===== src/rtl/accumulator_sequencer_if.sv =====
// Tile command channel from the instruction decoder to the accumulator sequencer.
// A command transfers on a clock edge where cmd_valid && cmd_ready; the requester holds it stable until then.
interface accumulator_sequencer_if #(
    parameter int CNT_W  = 8,
    parameter int ADDR_W = 4
);
    logic              cmd_valid;
    logic              cmd_ready;
    logic [CNT_W-1:0]  cmd_len;
    logic [ADDR_W-1:0] cmd_addr;

    modport master (output cmd_valid, cmd_len, cmd_addr, input cmd_ready);
    modport slave  (input cmd_valid, cmd_len, cmd_addr, output cmd_ready);
endinterface


===== src/rtl/accumulator_sequencer.sv =====
// Sequences one Accumulator tile: clear, gate N beats, drain the adder pipeline, store.
// Optional macro ACC_SEQ_ADDR_AUTOINC_EN: store address comes from an internal wrapping pointer.
module accumulator_sequencer #(
    parameter int CNT_W        = 8,
    parameter int DRAIN_CYCLES = 2,
    parameter int ADDR_W       = 4
) (
    input  logic                    clk,
    input  logic                    rst,
    accumulator_sequencer_if.slave  cmd,
    input  logic                    data_valid,
    output logic                    acc_in_en,
    output logic                    acc_reset,
    output logic                    store_output,
    output logic [ADDR_W-1:0]       op_buffer_address,
    output logic                    busy,
    output logic                    done,
    output logic                    stray_beat,
    output logic [2:0]              state_dbg
);

    typedef enum logic [2:0] {
        S_IDLE  = 3'd0,
        S_CLEAR = 3'd1,
        S_ACCUM = 3'd2,
        S_DRAIN = 3'd3,
        S_STORE = 3'd4
    } state_t;

    state_t            state, state_nxt;
    logic [CNT_W-1:0]  beat_cnt, beat_cnt_nxt;
    logic [3:0]        drain_cnt, drain_cnt_nxt;
    logic [CNT_W-1:0]  len_q;
    logic [ADDR_W-1:0] addr_q;
    logic [ADDR_W-1:0] op_addr_q;
    logic              stray_q;
    logic [ADDR_W-1:0] addr_src;

`ifdef ACC_SEQ_ADDR_AUTOINC_EN
    logic [ADDR_W-1:0] addr_ptr;
    logic              unused_cmd_addr;

    assign unused_cmd_addr = ^cmd.cmd_addr;
    assign addr_src        = addr_ptr;

    // Pointer advances once per completed store and wraps naturally at 2^ADDR_W.
    always_ff @(posedge clk) begin
        if (rst)                  addr_ptr <= '0;
        else if (state == S_STORE) addr_ptr <= addr_ptr + 1'b1;
    end
`else
    assign addr_src = cmd.cmd_addr;
`endif

    always_comb begin
        state_nxt     = state;
        beat_cnt_nxt  = beat_cnt;
        drain_cnt_nxt = drain_cnt;
        case (state)
            S_IDLE:  if (cmd.cmd_valid) state_nxt = S_CLEAR;
            S_CLEAR: state_nxt = (len_q != '0) ? S_ACCUM : S_DRAIN;
            S_ACCUM: begin
                if (data_valid) begin
                    if (beat_cnt == len_q - 1'b1) begin
                        state_nxt    = S_DRAIN;
                        beat_cnt_nxt = '0;
                    end else begin
                        beat_cnt_nxt = beat_cnt + 1'b1;
                    end
                end
            end
            S_DRAIN: begin
                if (drain_cnt == 4'(DRAIN_CYCLES - 1)) begin
                    state_nxt     = S_STORE;
                    drain_cnt_nxt = '0;
                end else begin
                    drain_cnt_nxt = drain_cnt + 1'b1;
                end
            end
            S_STORE: state_nxt = S_IDLE;
            default: state_nxt = S_IDLE;
        endcase
    end

    always_ff @(posedge clk) begin
        if (rst) begin
            state     <= S_IDLE;
            beat_cnt  <= '0;
            drain_cnt <= '0;
            len_q     <= '0;
            addr_q    <= '0;
            op_addr_q <= '0;
            stray_q   <= 1'b0;
        end else begin
            state     <= state_nxt;
            beat_cnt  <= beat_cnt_nxt;
            drain_cnt <= drain_cnt_nxt;
            if (state == S_IDLE && cmd.cmd_valid) begin
                len_q  <= cmd.cmd_len;
                addr_q <= addr_src;
            end
            // Loaded on entry to STORE so the address is live during the pulse and held after.
            if (state_nxt == S_STORE) op_addr_q <= addr_q;
            if (data_valid && state != S_ACCUM) stray_q <= 1'b1;
        end
    end

    assign cmd.cmd_ready      = (state == S_IDLE);
    assign busy               = (state != S_IDLE);
    assign acc_reset          = (state == S_CLEAR);
    assign store_output       = (state == S_STORE);
    assign done               = (state == S_STORE);
    assign acc_in_en          = (state == S_ACCUM) && data_valid;
    assign op_buffer_address  = op_addr_q;
    assign stray_beat         = stray_q;
    assign state_dbg          = state;

endmodule


===== src/flat_wrapper.sv =====
// flat-port wrapper written by rule: the top's interface ports become plain ports
module accumulator_sequencer_flat 
#(
    parameter int CNT_W        = 8,
    parameter int DRAIN_CYCLES = 2,
    parameter int ADDR_W       = 4
)
  (clk, rst, data_valid, acc_in_en, acc_reset, store_output, op_buffer_address, busy, done, stray_beat, state_dbg, cmd_cmd_valid, cmd_cmd_len, cmd_cmd_addr, cmd_cmd_ready);
  accumulator_sequencer_if #(.CNT_W(CNT_W), .ADDR_W(ADDR_W)) cmd_i ();
  input  logic clk;
  input  logic rst;
  input  logic data_valid;
  output logic acc_in_en;
  output logic acc_reset;
  output logic store_output;
  output logic [ADDR_W-1:0] op_buffer_address;
  output logic busy;
  output logic done;
  output logic stray_beat;
  output logic [2:0] state_dbg;
  input wire logic [$bits(cmd_i.cmd_valid)-1:0] cmd_cmd_valid;
  input wire logic [$bits(cmd_i.cmd_len)-1:0] cmd_cmd_len;
  input wire logic [$bits(cmd_i.cmd_addr)-1:0] cmd_cmd_addr;
  output wire logic [$bits(cmd_i.cmd_ready)-1:0] cmd_cmd_ready;
  assign cmd_i.cmd_valid = cmd_cmd_valid;
  assign cmd_i.cmd_len = cmd_cmd_len;
  assign cmd_i.cmd_addr = cmd_cmd_addr;
  assign cmd_cmd_ready = cmd_i.cmd_ready;
  accumulator_sequencer #(.CNT_W(CNT_W), .DRAIN_CYCLES(DRAIN_CYCLES), .ADDR_W(ADDR_W)) u_core (.clk(clk), .rst(rst), .cmd(cmd_i), .data_valid(data_valid), .acc_in_en(acc_in_en), .acc_reset(acc_reset), .store_output(store_output), .op_buffer_address(op_buffer_address), .busy(busy), .done(done), .stray_beat(stray_beat), .state_dbg(state_dbg));
endmodule

===== config.mk =====
export PLATFORM = sky130hd
export DESIGN_NAME = accumulator_sequencer_flat
export DESIGN_NICKNAME = d
export VERILOG_FILES = /design/src/rtl/accumulator_sequencer_if.sv /design/src/rtl/accumulator_sequencer.sv /design/src/flat_wrapper.sv
export SDC_FILE = /design/constraint.sdc
export NUM_CORES = 1
export LEC_CHECK = 0
export ABC_CLOCK_PERIOD_IN_PS = 3400
export BUFFER_PORTS_ARGS = -buffer_cell sky130_fd_sc_hd__buf_2
export CORE_MARGIN = 4
export CORE_UTILIZATION = 57
export CTS_CLUSTER_DIAMETER = 150
export DETAILED_ROUTE_END_ITERATION = 16
export PLACE_DENSITY = 0.82
export RECOVER_POWER = 50
export SLEW_MARGIN = 20
export SYNTH_ARGS = -nofsm -noshare
export SYNTH_HDL_FRONTEND = slang
export SYNTH_SLANG_ARGS = --single-unit

===== constraint.sdc =====
create_clock -name clk -period 3.4 [get_ports clk]
set_clock_uncertainty 0.15 [all_clocks]
set_input_delay 0.68 -clock clk [delete_from_list [all_inputs] [get_ports clk]]
set_output_delay 0.68 -clock clk [all_outputs]
set_load 0.01 [all_outputs]

* Yosys cells after proc, flatten, opt, wreduce, memory -nomap -nowiden
Cells that the tools add are included.
** Storage, ports and cells
- Register bits :: 32
- Input bits :: 16
- Word-level logic and storage cells :: 33
** Cells by class
- Add/sub/neg operators :: 3
- Eq/ne operators :: 8
- Multiplexer cells :: 8
- Reduce and logical (&&, ||, !) cells :: 7
** Operators with widths (number)
- two-way mux 3 bit :: 4
- case mux 3 bit (4 select lines) :: 1
- adder 8 x 1 -> 8 bit (second input constant) :: 1
- == test 8 bit :: 1
- two-way mux 8 bit :: 1
- nonzero test 8 bit :: 1
- subtractor 8 x 1 -> 8 bit (second input constant) :: 1
- == test 3 x 2 -> 1 bit (second input constant) :: 2
- == test 3 bit (second input constant) :: 2
- adder 4 x 1 -> 4 bit (second input constant) :: 1
- == test 4 x 1 -> 1 bit (second input constant) :: 1
- two-way mux 4 bit :: 1
- == test 3 x 1 -> 1 bit (second input constant) :: 1
- logical AND 1 bit :: 3
- logical NOT 3 bit :: 1
- != test 3 x 2 -> 1 bit (second input constant) :: 1
- nonzero test 3 bit :: 1
- AND reduction 2 bit :: 1
- two-way mux 1 bit :: 1

* Logic depth before layout (Yosys ltp)
- Depth in word-level cells :: 6
- Mapped depth :: 7
- Gate-level depth less buffers :: 7

* Worst setup path before layout
OpenSTA, ideal clock, no wires.
- Kind :: reg-to-reg
- Start point :: register u_core.len_q[0]
- End point :: register u_core.state[0] (netlist: u_core.state_dbg[0])
- Setup time :: 0.060 ns
- Data arrival time :: 2.012 ns
- Data required time :: 3.190 ns
- Path slack :: 1.178 ns
- Stages on the path, launching flop included :: 7
- Buffers on the path :: 0
- Clock period less this slack :: 2.222 ns
- Cells stage by stage :: dfxtp_1 inv_1 ha_1 or2b_1 or4b_4 a2111oi_4 o31a_1
** Between the ends
- Word-level cells in the longest chain between the ends :: 5
- Elaborated cells on any way between the ends :: 7
- Those cells by class :: 1 x add/sub; 1 x eq/ne; 4 x mux; 1 x reduce/logical
** RTL lines
- start, declared :: line accumulator_sequencer.sv:33 : logic [CNT_W-1:0] len_q;
- start signal, assigned :: line accumulator_sequencer.sv:99 : len_q <= cmd.cmd_len;
- subtractor 8 x 1 -> 8 bit :: line accumulator_sequencer.sv:64 : if (beat_cnt == len_q - 1'b1) begin
- == test 8 bit :: line accumulator_sequencer.sv:64
- two-way mux 3 bit :: line accumulator_sequencer.sv:64
- two-way mux 3 bit :: line accumulator_sequencer.sv:63 : if (data_valid) begin
- case mux 3 bit (4 select lines) * :: line accumulator_sequencer.sv:59 : case (state)
- end signal, assigned :: line accumulator_sequencer.sv:95 : state <= state_nxt;
- end, declared :: line accumulator_sequencer.sv:30 : state_t state, state_nxt;
Every way passes the cells marked *; elsewhere a longest branch is shown, timed or not.
A chain may end at the register's enable or synchronous reset.

* Worst setup path in the final report
Same ends and word-level chain as after synthesis.

==> impl_metrics.sql <==
INSERT INTO impl_metrics (metric_group, metric, value, unit) VALUES
('outcome', 'run_status', 'finished clean', ''),
('pwr', 'switching_power', '215', 'uW'),
('synthesis', 'synth_nets', '197', ''),
('layout', 'layout.cells.most_common', 'nand2_1', ''),
('timing', 'finalCritPeriodShare', '0.718', ''),
('routing', 'drc_errors', '0', ''),
('timing', 'fmax', '410', 'MHz'),
('layout', 'num_antenna_cells', '0', ''),
('pwr', 'clock_power_share', '0.293', ''),
('pwr', 'switching_share', '0.283', ''),
('routing', 'drt-vias-per-instance', '5.54', ''),
('timing', 'finalCriticalPeriod', '2440', 'ps'),
('routing', 'first_iter_violations', '37', ''),
('global_routing', 'grt_max_degree', '32', ''),
('layout', 'fill_cells', '205', ''),
('placed_design', 'place_congestion', '0.791', ''),
('setup_path', 'kind_of_start_point_of_the_critical_path', 'flop', ''),
('pwr', 'internal_power', '546', 'uW'),
('setup_path', 'buffers_and_inverters_on_the_worst_path', '1', ''),
('layout', 'layout_common_cells', '35 x nand2_1, 32 x dfxtp_1, 21 x buf_2, 16 x nor2_1, 15 x a21oi_1', ''),
('clock_network', 'clock_path_buffers', '2', ''),
('timing', 'fin_tns_setup', '0', 'ps'),
('setup_path', 'cp.arrival', '2570', 'ps'),
('synthesis', 'seq_cells_post_synth', '32', ''),
('clock_network', 'number_of_instances_resized_during_post_cts_repair', '0', ''),
('synthesis', 'yosysWarningCount', '0', ''),
('global_routing', 'grt_pass1_vias', '1248', ''),
('die', 'dieWidth', '59.3', 'um'),
('layout', 'synthToLayoutAreaGrowth', '12.8', '%'),
('layout', 'post_route_cells_drive_above_1_share', '0.145', ''),
('setup_path', 'critical-path-max-stage-delay', '620', 'ps'),
('setup_path', 'worst_setup_path_end_kind', 'flop', ''),
('routing', 'detail_route.wl_per_cell', '13.3', 'um'),
('routing', 'detail_route.wirelength', '3150', 'um'),
('clock_network', 'cts_buffers', '5', ''),
('clock_network', 'clock_tree.root_cell', 'clkbuf_4', ''),
('setup_path', 'reg2regPathDepth', '6', ''),
('die', 'core.rowCount', '18', ''),
('clock_network', 'clk_latency', '330', 'ps'),
('synthesis', 'syn_area_per_cell', '8.39', 'um2'),
('setup_path', 'cp_top_family', 'compound AO/OA/AOI/OAI gates', ''),
('die', 'core', '2500', 'um2'),
('clock_network', 'clkSinkCount', '32', ''),
('setup_path', 'worst_r2r_endpoint', 'u_core.state_dbg[0]', ''),
('global_routing', 'antenna_found_initial', '0', ''),
('synthesis', 'yosys.cell_types.count', '32', ''),
('job', 'timing.max_cap.violations', '0', ''),
('min_path', 'worstHoldPathCells', '2', ''),
('timing', 'slew-limit-headroom', '0.609', ''),
('setup_path', 'cp_cell_sequence', 'inv_1, ha_1, or2b_1, or4b_4, a2111oi_4, o31a_1', ''),
('global_routing', 'globalRouteTotalUtil', '0.209', ''),
('die', 'dieArea', '3520', 'um2'),
('timing', 'finalSetupViolations', '0', ''),
('routing', 'routed-via-count', '1314', ''),
('setup_path', 'critPathKind', 'reg -> reg', ''),
('routing', 'drtAntennaViolNets', '0', ''),
('placed_design', 'place.detailed.instances', '229', ''),
('clock_network', 'clkTransAtPathRegs', '90', 'ps'),
('setup_path', 'rrSetupSlack', '960', 'ps'),
('pwr', 'finalPower', '762', 'uW'),
('synthesis', 'synth.cell_area', '1500', 'um2'),
('layout', 'stdcell_count', '237', ''),
('clock_network', 'post_cts_buffers', '0', ''),
('setup_path', 'worst-endpoint-required', '3530', 'ps'),
('min_path', 'hold_path_startpoint', 'u_core.addr_q[3]', ''),
('clock_network', 'cts_hold_repair.buffers', '0', ''),
('synthesis', 'synth-seq-area-share', '0.427', ''),
('die', 'die_y', '59.3', 'um'),
('routing', 'first_pass_iters', '4', ''),
('global_routing', 'grt_first_pass_wirelength', '5460', 'um'),
('placed_design', 'dpl.hpwl', '2340', 'um');
==> sequential cells by signal, summed over array words and instances, names as in the netlist <==
| register | cells |
|---|---|
| u_core.state_dbg | 3 |
| u_core.beat_cnt | 8 |
| u_core.op_buffer_address | 4 |
| u_core.drain_cnt | 4 |
| u_core.len_q | 8 |
| u_core.stray_beat | 1 |
| u_core.addr_q | 4 |
==> power by group through the flow <==
stage                     registers [mW]  logic (mW)  clock network [mW]
after detailed placement           0.420       0.129                   0
after floorplan                    0.415      0.0958                   0
final                              0.412       0.127               0.223
after CTS                          0.411       0.129               0.229
after global routing               0.415       0.144               0.242
after global placement             0.419       0.123                   0
==> logic make-up (layout without fill, tap and decap cells) <==
group | after synthesis | in the layout | synth area share
XOR/XNOR | 21 | 21 | 0.123
AND/OR/NAND/NOR | 85 | 85 | 0.271
flip-flops | 32 | 32 | 0.427
AO/OA/AOI/OAI | 22 | 22 | 0.0967
multiplexers | 5 | 5 | 0.0333
adder cells (fa/ha/maj) | 2 | 2 | 0.0167
buffers and inverters | 12 | 40 | 0.0333
==> area by class of cell <==
cell class	instances	area (um2)	share of cell area
repair buffers	29	135	0.0798
inverters	3	11.3	0.00665
multi-input cells	135	811	0.479
flip-flops and latches	32	641	0.378
well taps	30	37.5	0.0222
clock buffers	8	58.8	0.0347
==> routing by layer <==
metal	routed length [um]	global-route usage	part of all wire	vias to the layer above
li1	-	-	-	658
met1	1300	0.240	0.41	622
met2	1650	0.360	0.52	27
met3	126	0.0458	0.040	7
met4	74	0.107	0.024	0
met5	0	0	0	-
==> synthesized netlist by cell type, drive strengths merged <==
cell type / instances / area (um2)
and2: 2 / 12.5
a21oi: 15 / 75.1
or2b: 1 / 7.51
or4b: 1 / 13.8
o31a: 1 / 8.76
mux2i: 5 / 50.1
ha: 2 / 25.0
clkbuf: 7 / 26.3
nor4b: 1 / 8.76
nand2: 35 / 131
nand2b: 1 / 6.26
o21ai: 3 / 15.0
inv: 3 / 11.3
nand3: 2 / 10.0
nor4: 2 / 12.5
nand3b: 1 / 7.51
nor2b: 1 / 6.26
buf: 2 / 12.5
nand4: 4 / 25.0
dfxtp: 32 / 641
xnor2: 12 / 105
xor2: 9 / 78.8
and4bb: 1 / 12.5
and3: 1 / 6.26
or3: 1 / 6.26
o2111ai: 1 / 8.76
a2111oi: 1 / 27.5
nor3: 13 / 65.1
o211a: 1 / 10.0
nor2: 16 / 60.1
nor3b: 2 / 15.0
==> metrics by stage <==
| step | setup slack [ps] | util | cell area [um2] |
|---|---|---|---|
| after detailed placement | 965 | 0.658 | 1650 |
| after global routing | 773 | 0.678 | 1690 |
| final | 959 | 0.678 | 1690 |
| after floorplan | 1180 | - | 1500 |
| after CTS | 947 | 0.682 | 1700 |
| after global placement | 1050 | 0.658 | 1650 |
==> worst max path at each step <==
stage                                to  depth (start not counted)  slack, ps
global placement    u_core.state_dbg[0]                          6       1050
global route         u_core.beat_cnt[5]                          6        770
CTS                 u_core.state_dbg[0]                          6        950
floorplan           u_core.state_dbg[0]                          6       1180
detailed placement  u_core.state_dbg[0]                          6        970
finish              u_core.state_dbg[0]                          6        960
==> worst register-to-register path, cell delays in order, from the launching register on <==
cell and delay [ps]:
dfxtp_1 350, inv_1 70, ha_1 180, or2b_1 290
or4b_4 510, a2111oi_4 620, o31a_1 220
No activity file was read; power rests on OpenSTA's default activity.
